`config.mk`:
```
export PLATFORM = sky130hd
export DESIGN_NAME = dmem_arbiter
export DESIGN_NICKNAME = d
export VERILOG_FILES = /design/src/rtl/dmem_arbiter_pkg.sv /design/src/rtl/dmem_mux.sv /design/src/rtl/dmem_arbiter.sv
export SDC_FILE = /design/constraint.sdc
export NUM_CORES = 1
export LEC_CHECK = 0
export ABC_AREA = 1
export BUFFER_PORTS_ARGS = -buffer_cell sky130_fd_sc_hd__clkbuf_2
export CAP_MARGIN = 20
export CORE_AREA = 2 2 115 117
export CTS_BUF_LIST = sky130_fd_sc_hd__clkbuf_4
export DETAILED_ROUTE_END_ITERATION = 16
export DIE_AREA = 0 0 117 119
export GPL_ROUTABILITY_DRIVEN = 1
export PLACE_DENSITY = 0.57
export SETUP_SLACK_MARGIN = 0.2
export SYNTH_ARGS = -nofsm -noshare
export SYNTH_HDL_FRONTEND = slang
export SYNTH_SLANG_ARGS = --single-unit
```
`constraint.sdc`:
```
create_clock -name clk -period 1.95 [get_ports clk]
set_clock_uncertainty 0.1 [all_clocks]
set_input_delay 0.0975 -clock clk [delete_from_list [all_inputs] [get_ports clk]]
set_output_delay 0.0975 -clock clk [all_outputs]
set_load 0.01 [all_outputs]
```
`src/rtl/dmem_arbiter_pkg.sv`:
```
// Shared types for the data-memory arbiter: owner state and mux select encoding.
package dmem_arbiter_pkg;
  typedef enum logic {
    CPU_OWN  = 1'b0,
    DBG_LOCK = 1'b1
  } owner_e;

  localparam logic SEL_CPU = 1'b0;
  localparam logic SEL_DBG = 1'b1;
endpackage

```
`src/rtl/dmem_mux.sv`:
```
// Routes the served requester onto the data-memory port.
module dmem_mux
  import dmem_arbiter_pkg::*;
#(
  parameter int ADDR_W = 32,
  parameter int DATA_W = 32
) (
  input  logic              sel,
  input  logic              cpu_we,
  input  logic [ADDR_W-1:0] cpu_addr,
  input  logic [DATA_W-1:0] cpu_wdata,
  input  logic              dbg_we,
  input  logic [ADDR_W-1:0] dbg_addr,
  input  logic [DATA_W-1:0] dbg_wdata,
  output logic [ADDR_W-1:0] mem_addr,
  output logic              mem_we,
  output logic [DATA_W-1:0] mem_wdata
);
  // cpu_we arrives already gated by "CPU served", so an idle cycle shows cpu_addr with we=0
  assign mem_addr  = (sel == SEL_DBG) ? dbg_addr  : cpu_addr;
  assign mem_we    = (sel == SEL_DBG) ? dbg_we    : cpu_we;
  assign mem_wdata = (sel == SEL_DBG) ? dbg_wdata : cpu_wdata;
endmodule

```
`src/rtl/dmem_arbiter.sv`:
```
// Arbitrates the single-port data memory between the CPU (priority) and a debug
// port with bounded debug wait, and lockable debug bursts with a CPU escape cycle.
module dmem_arbiter
  import dmem_arbiter_pkg::*;
#(
  parameter int ADDR_W   = 32,
  parameter int DATA_W   = 32,
  parameter int MAX_WAIT = 4,
  parameter int LOCK_MAX = 16
) (
  input  logic              clk,
  input  logic              rst,
  input  logic              cpu_req,
  input  logic              cpu_we,
  input  logic [ADDR_W-1:0] cpu_addr,
  input  logic [DATA_W-1:0] cpu_wdata,
  output logic [DATA_W-1:0] cpu_rdata,
  output logic              cpu_stall,
  input  logic              dbg_req,
  input  logic              dbg_we,
  input  logic [ADDR_W-1:0] dbg_addr,
  input  logic [DATA_W-1:0] dbg_wdata,
  input  logic              dbg_lock,
  output logic              dbg_gnt,
  output logic              dbg_rvalid,
  output logic [DATA_W-1:0] dbg_rdata,
  output logic [ADDR_W-1:0] mem_addr,
  output logic              mem_we,
  output logic [DATA_W-1:0] mem_wdata,
  input  logic [DATA_W-1:0] mem_rdata
);
  localparam logic [3:0] WAIT_TOP = 4'(MAX_WAIT);
  localparam logic [7:0] LOCK_TOP = 8'(LOCK_MAX);

  owner_e     state, state_nxt;
  logic [3:0] wait_cnt;
  logic [7:0] lock_cnt;
  logic       dbg_srv, cpu_srv, forced;

  always_ff @(posedge clk) begin
    if (rst) state <= CPU_OWN;
    else     state <= state_nxt;
  end

  always_comb begin
    state_nxt = state;
    case (state)
      CPU_OWN:  if (dbg_srv && dbg_lock) state_nxt = DBG_LOCK;
      DBG_LOCK: if (!dbg_req || (dbg_srv && !dbg_lock)) state_nxt = CPU_OWN;
      default:  state_nxt = CPU_OWN;
    endcase
  end

  // forced: lock has run its full length and the CPU is waiting, so it gets one cycle
  always_comb begin
    forced  = 1'b0;
    dbg_srv = 1'b0;
    case (state)
      CPU_OWN:  dbg_srv = dbg_req && (!cpu_req || wait_cnt == WAIT_TOP);
      DBG_LOCK: begin
        forced  = cpu_req && (lock_cnt == LOCK_TOP);
        dbg_srv = dbg_req && !forced;
      end
      default:  dbg_srv = 1'b0;
    endcase
  end

  assign cpu_srv   = cpu_req && !dbg_srv;
  assign cpu_stall = cpu_req && dbg_srv;
  assign dbg_gnt   = dbg_srv;
  assign cpu_rdata = mem_rdata;

  always_ff @(posedge clk) begin
    if (rst) begin
      wait_cnt   <= '0;
      lock_cnt   <= '0;
      dbg_rvalid <= 1'b0;
      dbg_rdata  <= '0;
    end else begin
      if (dbg_req && !dbg_srv)
        wait_cnt <= (wait_cnt == WAIT_TOP) ? wait_cnt : wait_cnt + 4'd1;
      else
        wait_cnt <= '0;
      if (state != DBG_LOCK || state_nxt != DBG_LOCK || forced)
        lock_cnt <= '0;
      else if (lock_cnt != LOCK_TOP)
        lock_cnt <= lock_cnt + 8'd1;
      dbg_rvalid <= dbg_srv && !dbg_we;
      if (dbg_srv && !dbg_we) dbg_rdata <= mem_rdata;
    end
  end

  dmem_mux #(.ADDR_W(ADDR_W), .DATA_W(DATA_W)) u_mux (
    .sel       (dbg_srv ? SEL_DBG : SEL_CPU),
    .cpu_we    (cpu_we && cpu_srv),
    .cpu_addr  (cpu_addr),
    .cpu_wdata (cpu_wdata),
    .dbg_we    (dbg_we),
    .dbg_addr  (dbg_addr),
    .dbg_wdata (dbg_wdata),
    .mem_addr  (mem_addr),
    .mem_we    (mem_we),
    .mem_wdata (mem_wdata)
  );
endmodule

```
# Word level (Yosys, flattened, before mapping)
# Cells that the tools add are included.
# totals
reg_bits,46
latch_bits,0
mem_bits_rw,0
romBits,0
output_inout_bits,132
word_cells,44
n_memories,0
# op_classes
addsub,2
n_mul,0
div,0
order_cmp,0
n_eq_ne,3
shifts,0
n_mux,9
bitwise_logic,3
n_reduce_logical,22
# ops
op,count
$mux W32,2
$logic_and A1 B1 Y1,10
$add A8 B1 Y8 const B,1
$eq A8 B5 Y1 const B,1
$ne A8 B5 Y1 const B,1
$logic_not A1 Y1,6
$mux W1,5
$add A4 B1 Y4 const B,1
$eq A4 B3 Y1 const B,1
$logic_or A1 B1 Y1,4
$pmux W1 S2,2
$reduce_or A2 Y1,2
$not A1 Y1,3

# Logic depth before layout (Yosys ltp)
# depth
word_depth,13
mapped_depth,12
ltp_nobuf,11

# Modules after synthesis
# Synthesis repeated with hierarchy kept, for this count alone.
# unflattened
hier_cells,543
hier_area_um2,3223.1
# by_module_without_submodules
module,instances,cells_each,area_per_inst_um2,seq_area_each_um2
dmem_arbiter,1,333,2377.3,920.9
dmem_mux,1,210,845.8,0.0

# Least setup slack after synthesis
# No wires, ideal clock.
# synth_timing
path_kind,flip-flop to output port
start,register lock_cnt[0]
end,output mem_addr[0]
t_arrival_ps,1423
required_time_ps,1752
slack_ps,330
stages_incl_launch_ff,12
n_path_buf,2
path_cell_list,dfxtp_1 -> inv_1 -> ha_1 -> inv_1 -> nor2_2 -> nand3_2 -> nand2_2 -> nor2_4 -> buf_4 -> buf_4 -> nand2_1 -> nand2_1
# synth_via
elab_chain_cells,7
# synth_rtl
item,line_no,source
"start, declared",dmem_arbiter.sv:37,logic [7:0] lock_cnt;
"start signal, assigned",dmem_arbiter.sv:87,lock_cnt <= lock_cnt + 8'd1;
$eq A8 B5 Y1,dmem_arbiter.sv:61,forced = cpu_req && (lock_cnt == LOCK_TOP);
$logic_and A1 B1 Y1,dmem_arbiter.sv:61,
$logic_not A1 Y1,dmem_arbiter.sv:62,dbg_srv = dbg_req && !forced;
$logic_and A1 B1 Y1,dmem_arbiter.sv:62,
$pmux W1 S2,dmem_arbiter.sv:58,case (state)
$mux W1,dmem_arbiter.sv:94,".sel (dbg_srv ? SEL_DBG : SEL_CPU),"
$mux W32,dmem_mux.sv:20,assign mem_addr = (sel == SEL_DBG) ? dbg_addr : cpu_addr;
"end, declared",dmem_arbiter.sv:27,"output logic [ADDR_W-1:0] mem_addr,"
# Every way passes these cells.

# Worst setup path in the final report
# layout_timing
start,register wait_cnt[0]
end,output mem_wdata[20]
# layout_via
elab_chain_cells,6
# layout_rtl
item,line_no,source
"start, declared",dmem_arbiter.sv:36,logic [3:0] wait_cnt;
"start signal, assigned",dmem_arbiter.sv:81,wait_cnt <= (wait_cnt == WAIT_TOP) ? wait_cnt : wait_cnt + 4'd1;
$eq A4 B3 Y1,dmem_arbiter.sv:59,CPU_OWN: dbg_srv = dbg_req && (!cpu_req || wait_cnt == WAIT_TOP);
$logic_or A1 B1 Y1,dmem_arbiter.sv:59,
$logic_and A1 B1 Y1,dmem_arbiter.sv:59,
$pmux W1 S2,dmem_arbiter.sv:58,
$mux W1,dmem_arbiter.sv:94,
$mux W32,dmem_mux.sv:22,assign mem_wdata = (sel == SEL_DBG) ? dbg_wdata : cpu_wdata;
"end, declared",dmem_arbiter.sv:29,"output logic [DATA_W-1:0] mem_wdata,"
# Every way passes these cells.

==> run metrics <==
status=complete, but fails checks; failing checks=setup timing; first-pass GRT wire length=19,100 um; dpl ws=96.9 ps; gr usage total=17.6%; FMAX=461 MHz; Final ANT Viol Nets=0; Post-Syn Nets=713; Mapped Area=3130 um^2; DIE WIDTH=117 um; CTS tree=built; Final min period=2170 ps; P per Cell Area=474 nW/um^2; cell count after synthesis=542; ratio of cells with drive above 1 in the final layout=51.4%; clock transition at the registers of the reported paths=140 ps; Slew Limit Fails=0; DRC Markers=0; initial antenna violation count=0; Slew headroom=76.1%; HP Start=dbg_req; gpl congestion=0.827; Total Routed Length=13,500 um; die area=13,900 um^2; Max VDD drop=0.414 mV; critical path arrival=1970 ps; Critical Path RT=1750 ps; slowest CP cell=dfxtp_2; register area share after synthesis=29.4%; Hold Path Class=primary input to flip-flop; Critical Path Sink Type=output pin; largest net degree at the start of global routing=45; clock latency on the worst-skew pair=340 ps; worst-path cell chain=inv_2, ha_4, nand3_2, nand3_2, nand2_2, nor2_4, buf_6, buf_12, clkbuf_16, nand2_1, nand2_1, buf_2; Placed Area=4580 um^2; critical path's largest stage delay=350 ps; cts bufs inserted=5; RSZ-0062 raised after global routing=true; placed insts=975; final cell area excluding filler cells=6090 um^2; vias in the first global route=3,881; Placeable Area=12,900 um^2; RR Endpoint=dbg_rdata[0]; CTS max path bufs=2; Final Hold Fails=0; I/O pin cnt=299; fin cells=1,042; Yosys cell types=23; Pre-antenna DRT Iters=4; clk root buf=clkbuf_4; post-synthesis register bit count=46; Slew @ Worst Pin=358 ps; CTS H-tree depth=2; worst reg-to-reg path cell count=11; Die H=119 um; worst hold endpoint=state; final net count=1,036; Hold Path Depth=4; Initial Util=24.3%; leakage power=3.57 nW; # fillers=1,317; Mean Syn Cell Area=5.78 um^2; initial DRC count=145; row cnt=42; crit path kind=flip-flop to output pin; ANT cells=0; FF-to-FF setup slack=320 ps; Final setup viols=67; Max Cap Viol=0; FF-to-FF Start=lock_cnt[0]; DR WL/cell=13.0 um; total vias in the final route=4,218; final worst slack=-218 ps; CP startpoint kind=flip-flop; CP Max Fanout=8; Design Power=2.89 mW; Util after Layout=47.3%; fin crit share=111%; Setup TNS=-12,490 ps; layout overhead on the synthesized area=94.5%; DP HPWL=9510 um; Synth Warn #=0; WHS=95.5 ps; # port buffers=298; GRT overflow=0; number of clock sinks=46; vias per inst=4.05
-- cell usage in the layout (no fill, tap or decap), types with 4 or more instances in the layout --
cell,n
dfxtp_1,41
dfxtp_2,5
nand2_4,34
buf_4,12
inv_1,44
a21oi_1,5
nand4_1,4
xor2_1,5
nor2_1,75
nand3_1,5
nand2_1,203
nand2_2,40
buf_2,23
dlygate4sd3_1,34
inv_2,7
clkbuf_4,5
buf_6,21
buf_16,9
buf_8,5
clkbuf_2,257
buf_12,6
-- power breakdown --
| part | total, mW | switching [mW] | internal (mW) | leakage (nW) |
|---|---|---|---|---|
| Combinational | 1.16 | 0.567 | 0.594 | 3.14 |
| Clock | 0.727 | 0.326 | 0.402 | 0.0554 |
| Sequential | 1.00 | 0.0198 | 0.980 | 0.378 |
-- kinds of logic after synthesis --
group,after synthesis,synth area share [%]
XOR/XNOR,6,1.68
adder cells (fa/ha/maj),4,1.60
AND/OR/NAND/NOR,371,46.4
buffers and inverters,108,19.7
AO/OA/AOI/OAI,7,1.20
flip-flops,46,29.4
-- flip-flops by register name, indices dropped and copies added (netlist names) --
| name | cells |
|---|---|
| dbg_rdata | 32 |
| lock_cnt | 8 |
| wait_cnt | 4 |
| dbg_rvalid | 1 |
| state | 1 |
-- synthesized netlist by cell type --
master / instances / area [um^2]
buf_2: 5 / 25.0
inv_2: 2 / 7.51
inv_1: 50 / 188
nand3_1: 5 / 25.0
nand2_2: 1 / 6.26
clkbuf_1: 3 / 11.3
a21oi_1: 5 / 25.0
or2_2: 1 / 6.26
a21boi_0: 1 / 7.51
nor2_1: 77 / 289
nand3_2: 3 / 30.0
nand4_2: 1 / 12.5
buf_4: 41 / 308
buf_6: 7 / 78.8
ha_1: 4 / 50.1
nor2_2: 2 / 12.5
nand2_1: 276 / 1040
dfxtp_1: 46 / 921
xor2_1: 5 / 43.8
o21ai_0: 1 / 5.00
nor2_4: 1 / 11.3
xnor2_1: 1 / 8.76
nand4_1: 4 / 25.0
-- layout make-up --
class                   count  area, um^2  share of cell area, %
clock buffers               5        37.5                  0.616
clock inverters             3        68.8                   1.13
inverters                  52         203                   3.33
multi-input cells         388        1990                   32.6
flip-flops and latches     46         927                   15.2
well taps                 176         220                   3.61
repair buffers            372        2650                   43.5
-- per-layer routing --
layer  wire [um]  part of all wire (%)  track usage [%]  vias to the layer above
met5           0                     0                0                        -
met4         316                   2.3             5.07                        0
met3        1110                   8.2             4.68                       26
met2        6990                    52             33.7                      183
met1        5120                    38             18.3                     1798
li1            -                     -                -                     2211
-- worst max-delay path by stage --
stage | slack [ps] | depth (start not counted) | endpoint | start
floorplan | 330 | 11 | mem_addr[0] | lock_cnt[0]
global placement | 110 | 11 | mem_addr[1] | wait_cnt[0]
detailed placement | 100 | 11 | mem_addr[1] | wait_cnt[0]
CTS | -240 | 15 | mem_we | lock_cnt[0]
global route | -370 | 12 | mem_wdata[0] | wait_cnt[0]
finish | -220 | 12 | mem_wdata[20] | wait_cnt[0]
-- repair_timing --
item | 4_1_cts | 5_1_grt
pin swaps | 10 | 16
hold buffers | 34 | 0
gates cloned | 11 | 3
gates resized for setup | 90 | 123
endpoints found under the setup margin | 78 | 77
buffers inserted | 10 | 1
endpoints found under the hold margin | 34 | 0
-- worst max-delay path, delay by kind of cell (launching register included) --
kind | cells | cell delay [ps]
buffers and inverters | 5 | 650
flip-flops | 1 | 350
adder cells (fa/ha/maj) | 1 | 150
AND/OR/NAND/NOR | 6 | 490
Note: power is estimated with default switching activity, not from simulation.
